File: src/rtl/axi_lite_reg_slave.sv
// AXI-Lite register endpoint: A/B read-write, registered SUM, write counter.
// Independent AW/W capture slots fire together; the read path has its own single-entry response register.
module axi_lite_reg_slave #(
  parameter int DATA_WIDTH = 32,
  parameter int ADDR_WIDTH = 8,
  parameter int RESP_WIDTH = 3,
  parameter int BASE_ADDR  = 0
) (
  input  logic                    s_axi_aclk,
  input  logic                    s_axi_areset,
  input  logic [ADDR_WIDTH-1:0]   s_axi_awaddr,
  input  logic                    s_axi_awvalid,
  output logic                    s_axi_awready,
  input  logic [DATA_WIDTH-1:0]   s_axi_wdata,
  input  logic [DATA_WIDTH/8:0]   s_axi_wstrb,
  input  logic                    s_axi_wvalid,
  output logic                    s_axi_wready,
  output logic [RESP_WIDTH-1:0]   s_axi_bresp,
  output logic                    s_axi_bvalid,
  input  logic                    s_axi_bready,
  input  logic [ADDR_WIDTH-1:0]   s_axi_araddr,
  input  logic                    s_axi_arvalid,
  output logic                    s_axi_arready,
  output logic [DATA_WIDTH-1:0]   s_axi_rdata,
  output logic [RESP_WIDTH-1:0]   s_axi_rresp,
  output logic                    s_axi_rvalid,
  input  logic                    s_axi_rready
);
  localparam int NB = DATA_WIDTH / 8;
  localparam logic [RESP_WIDTH-1:0] RESP_OKAY   = RESP_WIDTH'(0);
  localparam logic [RESP_WIDTH-1:0] RESP_SLVERR = RESP_WIDTH'(2);
  localparam logic [RESP_WIDTH-1:0] RESP_DECERR = RESP_WIDTH'(3);

  logic [DATA_WIDTH-1:0] reg_a, reg_b, reg_sum, reg_wcount;
  logic                  aw_full, w_full;
  logic [ADDR_WIDTH-1:0] aw_addr;
  logic [DATA_WIDTH-1:0] w_data;
  logic [NB-1:0]         w_strb;

  logic                  aw_hs, w_hs, ar_hs, fire;
  logic                  aw_full_nx, w_full_nx, bvalid_nx, rvalid_nx;
  logic [RESP_WIDTH-1:0] wr_resp, rd_resp;
  logic [1:0]            wr_idx, rd_idx;
  logic [DATA_WIDTH-1:0] wr_merged, rd_value;
  logic                  unused_wstrb_msb;

  assign unused_wstrb_msb = s_axi_wstrb[NB];

  function automatic logic [RESP_WIDTH-1:0] decode(input logic [ADDR_WIDTH-1:0] addr,
                                                   input logic is_write);
    logic [ADDR_WIDTH-1:0] off;
    off = addr - ADDR_WIDTH'(BASE_ADDR);
    if (off > ADDR_WIDTH'(15) || addr[1:0] != 2'b00) return RESP_DECERR;
    if (is_write && off[3]) return RESP_SLVERR;
    return RESP_OKAY;
  endfunction

  assign aw_hs  = s_axi_awvalid & s_axi_awready;
  assign w_hs   = s_axi_wvalid & s_axi_wready;
  assign ar_hs  = s_axi_arvalid & s_axi_arready;
  assign fire   = aw_full & w_full;

  assign wr_resp = decode(aw_addr, 1'b1);
  assign rd_resp = decode(s_axi_araddr, 1'b0);
  assign wr_idx  = 2'((aw_addr - ADDR_WIDTH'(BASE_ADDR)) >> 2);
  assign rd_idx  = 2'((s_axi_araddr - ADDR_WIDTH'(BASE_ADDR)) >> 2);

  always_comb begin
    wr_merged = wr_idx[0] ? reg_b : reg_a;
    for (int unsigned i = 0; i < NB; i++) begin
      if (w_strb[i]) wr_merged[8*i +: 8] = w_data[8*i +: 8];
    end
  end

  always_comb begin
    rd_value = '0;
    if (rd_resp == RESP_OKAY) begin
      case (rd_idx)
        2'd0:    rd_value = reg_a;
        2'd1:    rd_value = reg_b;
        2'd2:    rd_value = reg_sum;
        default: rd_value = reg_wcount;
      endcase
    end
  end

  // Ready flags are registered from next-state so they stay low in reset
  // and rise on the first edge after it, while still tracking slot/valid state.
  always_comb begin
    aw_full_nx = !fire && (aw_full || aw_hs);
    w_full_nx  = !fire && (w_full || w_hs);
    bvalid_nx  = fire || (s_axi_bvalid && !s_axi_bready);
    rvalid_nx  = ar_hs || (s_axi_rvalid && !s_axi_rready);
  end

  always_ff @(posedge s_axi_aclk) begin
    if (s_axi_areset) begin
      aw_full       <= 1'b0;
      w_full        <= 1'b0;
      aw_addr       <= '0;
      w_data        <= '0;
      w_strb        <= '0;
      s_axi_awready <= 1'b0;
      s_axi_wready  <= 1'b0;
      s_axi_arready <= 1'b0;
      s_axi_bvalid  <= 1'b0;
      s_axi_bresp   <= '0;
      s_axi_rvalid  <= 1'b0;
      s_axi_rresp   <= '0;
      s_axi_rdata   <= '0;
      reg_a         <= '0;
      reg_b         <= '0;
      reg_sum       <= '0;
      reg_wcount    <= '0;
    end else begin
      aw_full       <= aw_full_nx;
      w_full        <= w_full_nx;
      s_axi_bvalid  <= bvalid_nx;
      s_axi_rvalid  <= rvalid_nx;
      s_axi_awready <= !aw_full_nx && !bvalid_nx;
      s_axi_wready  <= !w_full_nx && !bvalid_nx;
      s_axi_arready <= !rvalid_nx;
      reg_sum       <= reg_a + reg_b;
      if (aw_hs) aw_addr <= s_axi_awaddr;
      if (w_hs) begin
        w_data <= s_axi_wdata;
        w_strb <= s_axi_wstrb[NB-1:0];
      end
      if (fire) begin
        s_axi_bresp <= wr_resp;
        if (wr_resp == RESP_OKAY) begin
          reg_wcount <= reg_wcount + DATA_WIDTH'(1);
          if (wr_idx == 2'd0) reg_a <= wr_merged;
          if (wr_idx == 2'd1) reg_b <= wr_merged;
        end
      end
      if (ar_hs) begin
        s_axi_rdata <= rd_value;
        s_axi_rresp <= rd_resp;
      end
    end
  end
endmodule

File: config.mk
export PLATFORM = sky130hd
export DESIGN_NAME = axi_lite_reg_slave
export DESIGN_NICKNAME = d
export VERILOG_FILES = /design/src/rtl/axi_lite_reg_slave.sv
export SDC_FILE = /design/constraint.sdc
export NUM_CORES = 1
export LEC_CHECK = 0
export CORE_UTILIZATION = 50
export DETAILED_ROUTE_END_ITERATION = 10
export GPL_TIMING_DRIVEN = 0
export PLACE_DENSITY = 0.72
export SKIP_CTS_REPAIR_TIMING = 1
export SYNTH_ARGS = -nofsm -noshare
export SYNTH_HDL_FRONTEND = slang
export SYNTH_SLANG_ARGS = --single-unit
File: constraint.sdc
create_clock -name s_axi_aclk -period 3.2 [get_ports s_axi_aclk]
set_input_delay 0.32 -clock s_axi_aclk [delete_from_list [all_inputs] [get_ports s_axi_aclk]]
set_output_delay 0.32 -clock s_axi_aclk [all_outputs]
set_load 0.03 [all_outputs]
# --- After elaboration in Yosys (flattened, before gate mapping) ---
# Cells that the tools add are included.
classes:
  n_addsub: 2
  order_cmp: 2
  eq_ne: 3
  n_mux: 17
  n_bitwise: 4
  n_reduce_logical: 28
ops:
  columns: ["op", "n"]
  rows:
  - ["case mux 32 bit (3 select lines)", 1]
  - ["two-way mux 32 bit", 2]
  - ["adder 32 x 1 -> 32 bit, second input constant", 1]
  - ["adder 32 bit", 1]
  - ["two-way mux 8 bit", 4]
  - ["two-way mux 3 bit", 6]
  - ["greater-than comparator 8 x 4 -> 1 bit, second input constant", 2]
  - ["logical NOT 1 bit", 7]
  - ["logical AND 1 bit", 6]
  - ["logical NOT 3 bit", 2]
  - ["logical OR 1 bit", 6]
  - ["AND reduction 3 bit", 2]
  - ["AND 1 bit", 4]
  - ["equality test 2 x 1 -> 1 bit, second input constant", 2]
  - ["logical NOT 2 bit", 2]
  - ["two-way mux 1 bit", 4]
  - ["nonzero test 2 bit", 2]
  - ["equality test 2 bit, second input constant", 1]
  - ["AND reduction 2 bit", 1]
totals:
  reg_bits: 217
  input_bits: 60
  output_inout_bits: 43
  elab_cells: 73

# --- Longest topological paths before layout ---
logic_depth:
  depth_word: 8
  depth_mapped: 8

# --- Worst setup path before layout ---
# Ideal clock, no wire load.
synth_timing:
  path_type: "flip-flop to flip-flop"
  from: "register reg_a[0]"
  to: "register reg_sum[28]"
  setup_time_ps: 121
  arrival_time_ps: 2316
  required_time_ps: 3079
  slack_ps: 763
  stages_incl_launch_ff: 9
  n_path_buf: 0
  cell_sequence: "dfxtp_1 -> ha_1 -> fa_1 -> a21o_1 -> nand4_1 -> a211o_1 -> a2111oi_0 -> o21ai_0 -> mux2_2"
synth_between:
  elab_chain_cells: 1
synth_rtl:
  columns: ["item", "line_no", "text"]
  rows:
  - ["start: declaration", "34", "logic [DATA_WIDTH-1:0] reg_a, reg_b, reg_sum, reg_wcount;"]
  - ["start signal: assignment", "133", "if (wr_idx == 2'd0) reg_a <= wr_merged;"]
  - ["adder 32 bit", "123", "reg_sum <= reg_a + reg_b;"]
  - ["end signal: assignment", "123", null]
  - ["end: declaration", "34", null]
# Every way passes these cells.
# A chain may end at the register's enable or synchronous reset.

# --- Final worst setup path ---
# Ends and elaborated chain as after synthesis.

==> impl_metrics.csv <==
group,metric,value,unit
final_layout,syn2layout_area_growth,20.8,%
synthesis,syn_area_per_cell,8.85,sq um
drt,firstDrtPassIters,5,
setup_path,crit_family,"compound AO/OA/AOI/OAI gates",
global_routing,grt_max_degree,14,
drt,via_count,8794,
setup_path,path_buf_inv,0,
clock_network,cts_htree_levels,1,
sta,fin_crit,3.04,ns
power,total_power,5740,uW
drt,drc_errors,0,
power,leakagePower,0.00468,uW
sta,clock_skew,0.0262,ns
power,vdd_drop_max,0.000341,V
sta,setup_slack,0.163,ns
power,p_comb_frac,0.058,
setup_path,cp_slowest_cell,"a2111oi_1",
synthesis,synth_area,10000,sq um
clock_network,tritoncts,"built",
clock_network,cts-root-buf,"clkbuf_16",
global_routing,overflow,0,
clock_network,clk_path_buf_depth,3,
drt,wire_per_inst,18.0,um
sta,fmax,329,MHz
power,seqPwrFrac,0.475,
setup_path,cp.arrival,3.45,ns
drt,postRouteAntennaNets,0,
placed_design,dp_slack,0.110,ns
setup_path,r2r_start,"reg_a[0]",
power,power_density,474,nW/um^2
setup_path,critPathKind,"register to register",
power,p_switching,1300,uW
die,die-area,20700,sq um
sta,holdWs,0.342,ns
min_path,whs_endpoint,"aw_addr[0]",
synthesis,synth-seq-cells,214,
die,core,19600,sq um
die,fp-row-count,51,
global_routing,grtUsageTotal,0.279,
setup_path,reg2reg_to,"reg_sum[28]",
sta,worst_pin_slew,0.933,ns
final_layout,nNetsFinal,1352,
drt,via_per_inst,5.72,
global_routing,grt_pass1_vias,8241,
global_routing,antenna_found_initial,0,
sta,maxSlewViolCount,0,
min_path,holdCritStartpoint,"s_axi_awaddr[0]",
placed_design,dp_hpwl,20700,um
synthesis,yosysSeqAreaShare,0.427,
final_layout,post-route-util,0.619,
synthesis,synth_edf_count,0,
setup_path,rrSetupSlack,0.16,ns
setup_path,crit_path_max_fanout,4,
sta,post-route-period-util,0.949,
synthesis,async_flop_share,0,
sta,setup_violations,0,
power,p_int,4450,uW
setup_path,end_kind,"register",
sta,hold_viol,0,
final_layout,diodes,0,
min_path,hold_depth,3,
flow_run,drv_cap,0,
setup_path,crit_path_cell_trace,"ha_1, fa_1, a21o_1, nand4_1, a211o_1, a2111oi_1, o21ai_0, mux2_2",
global_routing,grt_pass1_wl,44400,um
synthesis,ys_types,61,
setup_path,cp_slowest_stage_delay,0.82,ns
die,die_h,144,um
synthesis,postSynthCellCount,1135,
setup_path,cp-start-kind,"register",
power,clkPwrFrac,0.467,
die,die_x,144,um
clock_network,clkSlewWorstSetupHoldPaths,0.06,ns
clock_network,clk_latency,0.53,ns
die,start_util,0.513,
min_path,holdCritPathClass,"input pin to register",
sta,rsz0062_at_grt,"no",
synthesis,synth_ff_type,"dfxtp_1",
status,outcome,"finished, final reports clean",
placed_design,port_buffers,98,
die,io_pins,103,
setup_path,rr_worst_depth,8,
placed_design,placedInstanceArea,11400,sq um
final_layout,design_area,12100,sq um
final_layout,most-common-layout-cells,"dfxtp_1 (214), nand2_1 (178), nor2_1 (136)",
setup_path,crit_required,3.61,ns
power,swShare,0.226,
clock_network,numCtsBuffers,23,
final_layout,mostFrequentLayoutCell,"dfxtp_1",
drt,wl,27800,um
final_layout,layout-drive-gt1-share,0.0770,
clock_network,cts_sinks,214,
synthesis,ys.warnings.count,0,
placed_design,gp_congestion,0.946,
drt,first_iter_violations,794,
sta,slew_headroom,0.373,
## worst register-to-register path, stage by stage (launching register included)
cell	delay (ns)
dfxtp_1	0.36
ha_1	0.20
fa_1	0.23
a21o_1	0.16
nand4_1	0.21
a211o_1	0.38
a2111oi_1	0.82
o21ai_0	0.24
mux2_2	0.32
## final cells by class
class | count | area (sq um)
Fill cell | 1722 | 7460
Buffer | 72 | 305
Inverter | 1 | 3.75
Clock buffer | 32 | 669
Timing Repair Buffer | 98 | 981
Sequential cell | 214 | 4280
Multi-Input combinational cell | 849 | 5460
Tap cell | 265 | 332
Clock inverter | 7 | 91.3
## synth_stat cells, types with 3 or more instances
library cell	number	area [sq um]
a22oi_1	32	240
buf_4	3	22.5
a21o_1	14	105
dfxtp_1	214	4280
and3_1	7	43.8
a211oi_1	4	30.0
ha_1	32	400
o211ai_1	6	45.0
nand3_1	57	285
mux2_2	6	67.6
xnor2_1	13	114
nor3b_1	3	22.5
nor2_1	136	510
mux2i_1	32	320
buf_1	8	30.0
nor3_1	20	100
a21oi_1	125	626
nand2_1	178	668
and4_1	3	26.3
o21ai_0	20	100
clkbuf_1	54	203
o21a_1	9	67.6
mux4_2	32	721
a211o_1	3	26.3
a2111oi_0	3	26.3
and2_1	5	31.3
nor4_1	6	37.5
xor2_1	33	289
buf_2	5	25.0
nand4_1	22	138
nor2b_1	10	62.6
## through the flow
step	setup TNS [ns]	instances
final	0	1538
after global placement	-5.34	1499
after detailed placement	0	1499
after global routing	0	1538
after floorplan	0	1136
after CTS	0	1538
## layer usage
metal  vias up  global-route usage  wire (um)
li1       4284                   -          -
met1      4148               0.386      12500
met2       312               0.444      12500
met3        50              0.0437       1860
met4         0              0.0924        896
met5         -                   0          0
## worst max-delay path by stage
stage / start / end / slack (ns) / depth (start not counted)
floorplan: reg_a[0] / reg_sum[28] / 0.76 / 8
global placement: s_axi_araddr[7] / s_axi_rdata[21] / -0.24 / 6
detailed placement: reg_b[0] / reg_sum[28] / 0.11 / 8
CTS: reg_b[0] / reg_sum[28] / 0.06 / 8
global route: reg_a[0] / reg_sum[28] / 0.08 / 8
finish: reg_a[0] / reg_sum[28] / 0.16 / 8
## cells by family after synthesis
kind of cell,share of synthesized area
simple gates,0.207
fa+ha+maj,0.0419
flops,0.427
other cells,0.000373
compound gates,0.143
mux,0.110
xor+xnor,0.0401
buf+inv,0.0308
## power by group through the flow
stage,Clock [uW],Sequential (uW),Combinational [uW]
CTS,2710,2730,335
global placement,0,2790,328
finish,2680,2730,334
detailed placement,0,2790,334
global route,2840,2730,362
floorplan,0,2790,162
## state kept, by name (all words and copies together), names as in the netlist, 2 cells and up
signal       count
aw_addr          8
s_axi_bresp      2
w_data          32
w_strb           4
reg_a           32
reg_wcount      32
reg_b           32
reg_sum         32
s_axi_rdata     32
Power figures use the tool's default switching activity.
